### src/rtl/bi_bus_rx_decoder_pkg.sv
// bi_bus_rx_decoder_pkg: group layout helpers and stats counter widths for the bus-invert receive decoder
package bi_bus_rx_decoder_pkg;
    localparam int WORD_CNT_W = 16;
    localparam int INV_CNT_W  = 22;

    function automatic int num_wide(int k, int m);
        return (k + m) % m;
    endfunction

    function automatic int num_narrow(int k, int m);
        return m - num_wide(k, m);
    endfunction

    function automatic int grp_width(int g, int k, int m, int a);
        return (g < num_wide(k, m)) ? a - 1 : a - 2;
    endfunction

    function automatic int grp_start(int g, int k, int m, int a);
        int nw;
        nw = num_wide(k, m);
        return (g < nw) ? g * (a - 1) : nw * (a - 1) + (g - nw) * (a - 2);
    endfunction
endpackage

### src/rtl/bi_bus_rx_decoder_group_decode.sv
// bi_group_decode: restores one invert group, flipping its bits when the group's INV bit is set
module bi_group_decode #(
    parameter int W = 7
) (
    input  logic [W-1:0] x,
    input  logic         inv,
    output logic [W-1:0] s
);
    // one group's worth of XOR with its invert flag
    always_comb s = inv ? ~x : x;
endmodule

### src/rtl/bi_bus_rx_decoder.sv
// bi_bus_rx_decoder: bus-invert decode into a 2-entry valid/ready buffer; optional stats via BI_RX_STATS_EN
module bi_bus_rx_decoder
    import bi_bus_rx_decoder_pkg::*;
#(
    parameter int M = 5,
    parameter int k = 32,
    parameter int A = 8
) (
    input  logic                  clk,
    input  logic                  rst_n,
    input  logic                  flush,
    input  logic                  bus_valid,
    output logic                  bus_ready,
    input  logic [k+M-1:0]        bus_data,
    output logic                  s_valid,
    input  logic                  s_ready,
    output logic [k-1:0]          s_data,
    output logic [WORD_CNT_W-1:0] word_cnt,
    output logic [INV_CNT_W-1:0]  inv_cnt
);
    logic [k-1:0] x;
    logic [k-1:0] dec;
    logic [M-1:0] inv;
    logic [k-1:0] mem [2];
    logic         wr_ptr;
    logic         rd_ptr;
    logic [1:0]   occ;
    logic         push;
    logic         pop;

    assign x   = bus_data[k+M-1:M];
    assign inv = bus_data[M-1:0];

    for (genvar g = 0; g < M; g++) begin : g_grp
        localparam int W = grp_width(g, k, M, A);
        localparam int O = grp_start(g, k, M, A);
        bi_group_decode #(.W(W)) u_dec (
            .x   (x[O +: W]),
            .inv (inv[g]),
            .s   (dec[O +: W])
        );
    end

    assign bus_ready = (occ != 2'd2) & ~flush;
    assign s_valid   = occ != 2'd0;
    assign s_data    = mem[rd_ptr];
    assign push      = bus_valid & bus_ready;
    assign pop       = s_valid & s_ready & ~flush;

    // buffer storage, pointers and occupancy; flush drops contents but keeps entry data
    always_ff @(posedge clk or negedge rst_n) begin
        if (!rst_n) begin
            mem[0] <= '0;
            mem[1] <= '0;
            wr_ptr <= 1'b0;
            rd_ptr <= 1'b0;
            occ    <= 2'd0;
        end else if (flush) begin
            wr_ptr <= 1'b0;
            rd_ptr <= 1'b0;
            occ    <= 2'd0;
        end else begin
            if (push) begin
                mem[wr_ptr] <= dec;
                wr_ptr      <= ~wr_ptr;
            end
            if (pop) rd_ptr <= ~rd_ptr;
            occ <= (push & ~pop) ? occ + 2'd1 : (pop & ~push) ? occ - 2'd1 : occ;
        end
    end

`ifdef BI_RX_STATS_EN
    localparam int PW = $clog2(M + 1);
    logic [PW-1:0]      pc;
    logic [INV_CNT_W:0] inv_sum;

    // popcount of the INV field of the incoming word
    always_comb begin
        pc = '0;
        for (int i = 0; i < M; i++) pc = pc + PW'(inv[i]);
    end

    assign inv_sum = {1'b0, inv_cnt} + (INV_CNT_W + 1)'(pc);

    // saturating statistics, cleared only by reset
    always_ff @(posedge clk or negedge rst_n) begin
        if (!rst_n) begin
            word_cnt <= '0;
            inv_cnt  <= '0;
        end else if (push) begin
            word_cnt <= &word_cnt ? word_cnt : word_cnt + 1'b1;
            inv_cnt  <= inv_sum[INV_CNT_W] ? '1 : inv_sum[INV_CNT_W-1:0];
        end
    end
`else
    assign word_cnt = '0;
    assign inv_cnt  = '0;
`endif
endmodule

### config.mk
export PLATFORM = sky130hd
export DESIGN_NAME = bi_bus_rx_decoder
export DESIGN_NICKNAME = d
export VERILOG_FILES = /design/src/rtl/bi_bus_rx_decoder_pkg.sv /design/src/rtl/bi_bus_rx_decoder_group_decode.sv /design/src/rtl/bi_bus_rx_decoder.sv
export SDC_FILE = /design/constraint.sdc
export NUM_CORES = 1
export LEC_CHECK = 0
export CAP_MARGIN = 20
export CORE_UTILIZATION = 40
export DETAILED_ROUTE_END_ITERATION = 10
export GPL_TIMING_DRIVEN = 0
export PLACE_DENSITY = 0.79
export SYNTH_ARGS = -nofsm -noshare
export SYNTH_HDL_FRONTEND = slang
export SYNTH_SLANG_ARGS = --single-unit
### constraint.sdc
create_clock -name clk -period 1.7 [get_ports clk]
set_clock_uncertainty 0.1 [all_clocks]
set_input_delay 0.51 -clock clk [delete_from_list [all_inputs] [get_ports clk]]
set_output_delay 0.51 -clock clk [all_outputs]
set_load 0.02 [all_outputs]
==> flow_summary.toml, run 1 <==
[status]
outcome = "finished, violations left"
failed_checks = "setup timing"

[place]
detailedPlacementHpwl_um = 4940
portBuffers = 70
dp_worst_setup_slack_ns = -1.06
post_dp_cell_area_sq_um = 4710
finalWeightedCongestion = 0.760

[worst_setup_path]
r2r-start = "occ[1]"
worst-endpoint-required_ns = 1.09
reg2reg_to = "mem[10]"
timing.setup.critical_path_class = "reg -> out"
timing.critical_path.cells = "buf_8 -> clkbuf_16 -> mux2_4 -> buf_6"
cp-startpoint = "rd_ptr"
slowest_stage_delay_cp_ns = 0.38
critPathCaptureType = "primary output"
slowest_cp_cell = "dfrtp_1"
worst_setup_path_start_kind = "register"
timing.critical_path.fanout_max = 8
critPathCapture = "s_data[23]"
setup.reg_to_reg.worst_slack_ns = -0.16
arrival_ns = 1.47
ff2ff_path_depth = 5

[route]
route.antenna.remaining_nets = 0
postRouteWirelength_um = 8300
vias_per_cell = 4.56
detailedRoute.firstPassIterationCount = 6
route.met2.wl_um = 4220
total_length_of_routed_met3_wires_um = 354
wirelength_met1_um = 3660
route.detailed.drc = 0
detailroute.via_count = 2405
drt_iter0_markers = 44
route.detailed.wl_per_inst_um = 15.7
highest-signal-layer = "met4"

[pwr]
finalPower_mw = 6.16
switching_power_mw = 1.83
power.internal_mw = 4.33
peakVddDrop_mv = 0.568
power_frac_comb_pct = 41.5
switching_share_pct = 29.7
seq_power_share_pct = 37.8
power.share.clock_pct = 20.6
power.static_leakage_nw = 2.78
power_density_nw_per_um2 = 1100

[timing]
final_setup_violation_count = 98
drv_slew = 0
rsz0062_at_grt = "yes"
worst_slack_ns = -0.379
whs_ns = 0.193
total_count_of_hold_check_failures_in_the_final_report = 0
fmax_mhz = 481
tns_ns = -18.69
max-slew-margin-rel_pct = 43.1
post-route-min-period_ns = 2.08
worst_slew_pin_slew_ns = 0.853
timing.final.crit_share_pct = 122

[finish]
layout-area-overhead-vs-synth_pct = 50.9
layout_cells_sized_above_1_pct = 54.7
design_area_sq_um = 5600
layout.nets = 456
n_antenna_cell = 0

[floorplanning]
design.core.area_sq_um = 8850
die_span_in_y_um = 98.3
floorplan.die.width_um = 98.3
num_io_pins = 114
row_count = 34
dieArea_sq_um = 9660
starting_density_pct = 41.9

[grt]
grt_max_degree = 69
grt_use_total_pct = 17.0
grt_pass1_wl_um = 12600
grt_pass1_vias = 2539
antenna_found_initial = 0
gr-total-overflow = 0

[clocking]
worstSkewPairLatency_ns = 0.32
cts_tree = "built"
h-tree-depth = 3
clock_tree_root_buffer_cell = "clkbuf_8"
cts-root-to-sink-buffers = 2
clkSlewWorstSetupHoldPaths_ns = 0.08
holdBufCountCts = 0
cts.sink_count = 68
tritoncts.num_buffers = 9

[logic_synthesis]
post_synth_inst_count = 272
synthesis.area_sq_um = 3710
yosysWarnings = 0
postSynthAreaPerCell_sq_um = 13.6
number_of_storage_elements_in_the_synthesis_netlist = 68
seq_area_frac_synth_pct = 45.9
netlist-cell-type-count = 25

[hold_path]
timing.hold.worst.class = "in -> async"

[job]
drv_cap = 0
## power groups by stage
stage / clock network [mW] / logic (mW) / registers, mW
2_1_floorplan: 0 / 1.42 / 2.25
3_3_place_gp: 0 / 2.05 / 2.29
3_5_place_dp: 0 / 2.09 / 2.32
4_1_cts: 1.31 / 2.01 / 2.30
5_1_grt: 1.39 / 2.71 / 2.39
6_report: 1.27 / 2.56 / 2.33
## synth_stat cells
cell type   n  share of area (%)
and3b_1     1               0.24
buf_4      38                7.7
nor3b_1     1               0.20
mux2_4     30                 12
nor2b_4     1               0.37
nor4_2      1               0.34
nor2_1      2               0.20
or3_1       1               0.17
mux2_1      2               0.61
conb_1      1               0.10
xor2_1     33                7.8
a21oi_1     4               0.54
or2_2       2               0.34
or4b_4      1               0.37
o211ai_1    1               0.20
o21ai_0     2               0.27
o21bai_1    1               0.20
mux2i_1     1               0.27
inv_2       1               0.10
buf_6       4                1.2
clkbuf_1    4               0.40
dfrtp_1    68                 46
mux2_2     64                 19
buf_2       3               0.40
buf_1       5               0.51
## cell type report
cell class	count	area, sq um
plain buffers	53	514
clock buffers	11	131
clock inverters	5	52.6
fillers	699	3250
inverters	1	11.3
multi-input cells	186	1990
flip-flops and latches	68	1700
well taps	108	135
repair buffers	95	1060
## layout by cell type (no fill, tap or decap), types with 2 or more instances in the layout
| cell type | netlist | layout |
|---|---|---|
| mux2_4 | 30 | 84 |
| dfrtp_1 | 68 | 67 |
| buf_4 | 38 | 46 |
| buf_6 | 4 | 45 |
| conb_1 | 1 | 38 |
| xor2_1 | 33 | 33 |
| clkdlybuf4s50_1 | 0 | 33 |
| mux2_2 | 64 | 12 |
| clkbuf_8 | 0 | 9 |
| buf_12 | 0 | 7 |
| clkbuf_16 | 0 | 6 |
| buf_1 | 5 | 5 |
| buf_8 | 0 | 3 |
| a21oi_1 | 4 | 3 |
| clkinv_2 | 0 | 3 |
| o21ai_0 | 2 | 2 |
| clkbuf_1 | 4 | 2 |
| buf_2 | 3 | 2 |
## worst max-delay path, delay by kind of cell, from the launching register on
kind     cells  cell delay, ns
mux          1            0.31
flops        1            0.38
buf+inv      3            0.44
## layer usage
layer	global-route usage [%]	vias to the layer above
met1	21.8	1190
met5	0	-
li1	-	1132
met3	2.79	8
met2	29.1	75
met4	5.86	0
## registers in the layout (all words and copies together) (netlist names)
register  count
mem          64
occ           2
rd_ptr        1
wr_ptr        1
## how the worst min path moves through the flow
stage	endpoint	cells past startpoint	startpoint	slack, ns
floorplan	mem[0]	0	rst_n	0.11
global placement	mem[62]	1	mem[62]	0.36
detailed placement	mem[38]	1	mem[38]	0.38
CTS	mem[35]	1	rst_n	0.22
global route	mem[6]	1	rst_n	0.25
finish	mem[35]	1	rst_n	0.19
## repair_timing
item	CTS	global route
gates cloned	3	6
gates resized for setup	188	127
pin swaps	3	3
buffers inserted	16	3
endpoints found under the setup margin	98	98
## metrics by stage
step | std cells | util, %
after floorplan | 309 | -
after global placement | 487 | 53.3
after detailed placement | 487 | 53.3
after CTS | 521 | 57.8
after global routing | 527 | 63.2
final | 527 | 63.2
## cell families (layout without fill, tap and decap cells)
logic type / count (synthesis) / after routing / share of synthesized area [%]
and+or+nand+nor: 10 / 10 / 2.23
DFF: 68 / 68 / 45.9
AOI/OAI and AO/OA: 8 / 8 / 1.21
other: 1 / 38 / 0.101
muxes: 97 / 97 / 32.5
xor gates and xnor gates: 33 / 33 / 7.79
buffers and inverters: 55 / 165 / 10.3
(Power assumes the default switching activity.)
==> inputs of run 2 (changes only) <==
Settings changed: DONT_BUFFER_PORTS set to 1, PLACE_DENSITY 0.79 to 0.62, SLEW_MARGIN set to 5.
Clock period 1.7 ns to 1.8 ns, I/O delays scaled along.
==> run 2 against run 1 <==
Against the previous run: the run ends with DRC, hold timing, setup timing left; sequential share of layout area grew 7.0 points; critical path depth decreased by 2; sequential power decreased by 6%; global-route usage is 1.6 points lower; register-to-register slack better by 0.09 ns; critical path type unchanged.
==> flow_summary.toml, run 2 (same netlist as run 1, synthesis figures left out) <==
[worst_setup_path]
timing.critical_path.fanout_max = 10
timing.critical_path.cells = "buf_8 -> mux2_2"
timing.setup.critical_path_class = "reg -> out"
arrival_ns = 1.36
r2r-start = "occ[1]"
reg2reg_to = "mem[26]"
worst_setup_path_start_kind = "register"
slowest_stage_delay_cp_ns = 0.44
setup.reg_to_reg.worst_slack_ns = -0.07
slowest_cp_cell = "dfrtp_2"
critical_path_buf_inv_count = 1
critPathCaptureType = "primary output"
worst-endpoint-required_ns = 1.16
ff2ff_path_depth = 5
cp_top_family = "flip-flops"

[finish]
n_antenna_cell = 0
layout.nets = 374
layout_cells_sized_above_1_pct = 52.8
mostFrequentLayoutCells = "dfrtp_1 (66), mux2_2 (50), mux2_4 (44), buf_4 (44), conb_1 (38)"
final_cell_count_no_fill = 443
finish.utilization_pct = 51.5
design_area_sq_um = 4550
largest_register_ff_count = 64
mostFrequentLayoutCell = "dfrtp_1"
largest_registers_in_the_final_layout = "mem x64, occ x2"
layout-area-overhead-vs-synth_pct = 22.8
registers.top_by_ff_count = "mem"

[floorplanning]
dieArea_sq_um = 9660
num_io_pins = 114
die_span_in_y_um = 98.3
starting_density_pct = 41.9
row_count = 34
floorplan.die.width_um = 98.3
design.core.area_sq_um = 8850

[place]
detailedPlacementHpwl_um = 4500
portBuffers = 0
post_dp_cell_area_sq_um = 4000
placed_cells_incl_taps = 417
finalWeightedCongestion = 0.652
dp_worst_setup_slack_ns = -0.499

[clocking]
tritoncts.num_buffers = 9
cts-root-to-sink-buffers = 2
cts.sink_count = 68
cts_tree = "built"
clkSlewWorstSetupHoldPaths_ns = 0.07
h-tree-depth = 3
clock_tree_root_buffer_cell = "clkbuf_8"
worstSkewPairLatency_ns = 0.33

[timing]
drv_slew = 0
max-slew-margin-rel_pct = 66.2
worst_slack_ns = -0.205
total_count_of_hold_check_failures_in_the_final_report = 68
tns_ns = -7.58
whs_ns = -0.207
final_setup_violation_count = 62
fmax_mhz = 499
timing.final.crit_share_pct = 111
rsz0062_at_grt = "yes"
post-route-min-period_ns = 2.00
worst_slew_pin_slew_ns = 0.507

[grt]
grt_use_total_pct = 15.3
antenna_found_initial = 0
grt_pass1_vias = 2106
grt_pass1_wl_um = 11200
grt_max_degree = 69
gr-total-overflow = 0

[status]
outcome = "finished, violations left"
failed_checks = "DRC, hold timing, setup timing"

[route]
detailedRoute.firstPassIterationCount = 11
route.detailed.wl_per_inst_um = 15.5
route.detailed.drc = 2
drt_iter0_markers = 74
detailroute.via_count = 2014
postRouteWirelength_um = 6880
vias_per_cell = 4.55
route.antenna.remaining_nets = 0

[pwr]
peakVddDrop_mv = 0.421
power_density_nw_per_um2 = 1100
power.static_leakage_nw = 2.22

[job]
drv_cap = 0

[hold_path]
timing.hold.worst.class = "in -> async"
==> run 2: how the worst max path moves through the flow <==
stage	cells after the start	from	end
after floorplan	3	rd_ptr	s_data[10]
after global placement	3	rd_ptr	s_data[3]
after detailed placement	3	rd_ptr	s_data[21]
after CTS	2	rd_ptr	s_data[20]
after global routing	2	rd_ptr	s_data[18]
final	2	rd_ptr	s_data[14]
==> run 2: metal layers <==
metal	wire length (um)	track usage, %	up-vias
met4	107	7.23	0
met2	3210	23.1	68
met5	0	0	-
met1	3160	20.6	967
li1	-	-	970
met3	397	4.01	9
==> run 2: repair_timing <==
item / in CTS / in global routing
resized for setup: 40 / 11
gates cloned: 3 / 0
hold endpoints to repair: 68 / 68
setup endpoints to repair: 94 / 95
pin swaps: 1 / 2
setup buffers: 10 / 1
==> run 2: final cells by class <==
class | count | area, sq um
clock buffers | 12 | 155
multi-input cells | 186 | 1830
repair buffers | 14 | 210
inverters | 1 | 11.3
well taps | 108 | 135
fillers | 769 | 4290
plain buffers | 52 | 469
clock inverters | 2 | 35.0
flip-flops and latches | 68 | 1700
==> run 2: stage by stage <==
step	hold WS (ns)	power [mW]
2_1_floorplan	0.144	3.45
3_3_place_gp	0.146	3.61
3_5_place_dp	0.146	3.65
4_1_cts	-0.229	5.03
5_1_grt	-0.232	5.27
6_report	-0.207	5.01
==> run 2: report_power, final <==
group / total (mW) / leakage (nW) / internal [mW] / switching [mW]
Sequential: 2.18 / 0.812 / 1.96 / 0.220
Clock: 1.24 / 0.0983 / 0.699 / 0.545
Combinational: 1.59 / 1.31 / 0.868 / 0.721
Total: 5.01 / 2.22 / 3.52 / 1.49
==> run 2: worst register-to-register path, delay by kind of cell, from the launching register on <==
kind	cells	cell delay, ns
muxes	1	0.29
and+or+nand+nor	2	0.68
buffers and inverters	2	0.30
DFF	1	0.38
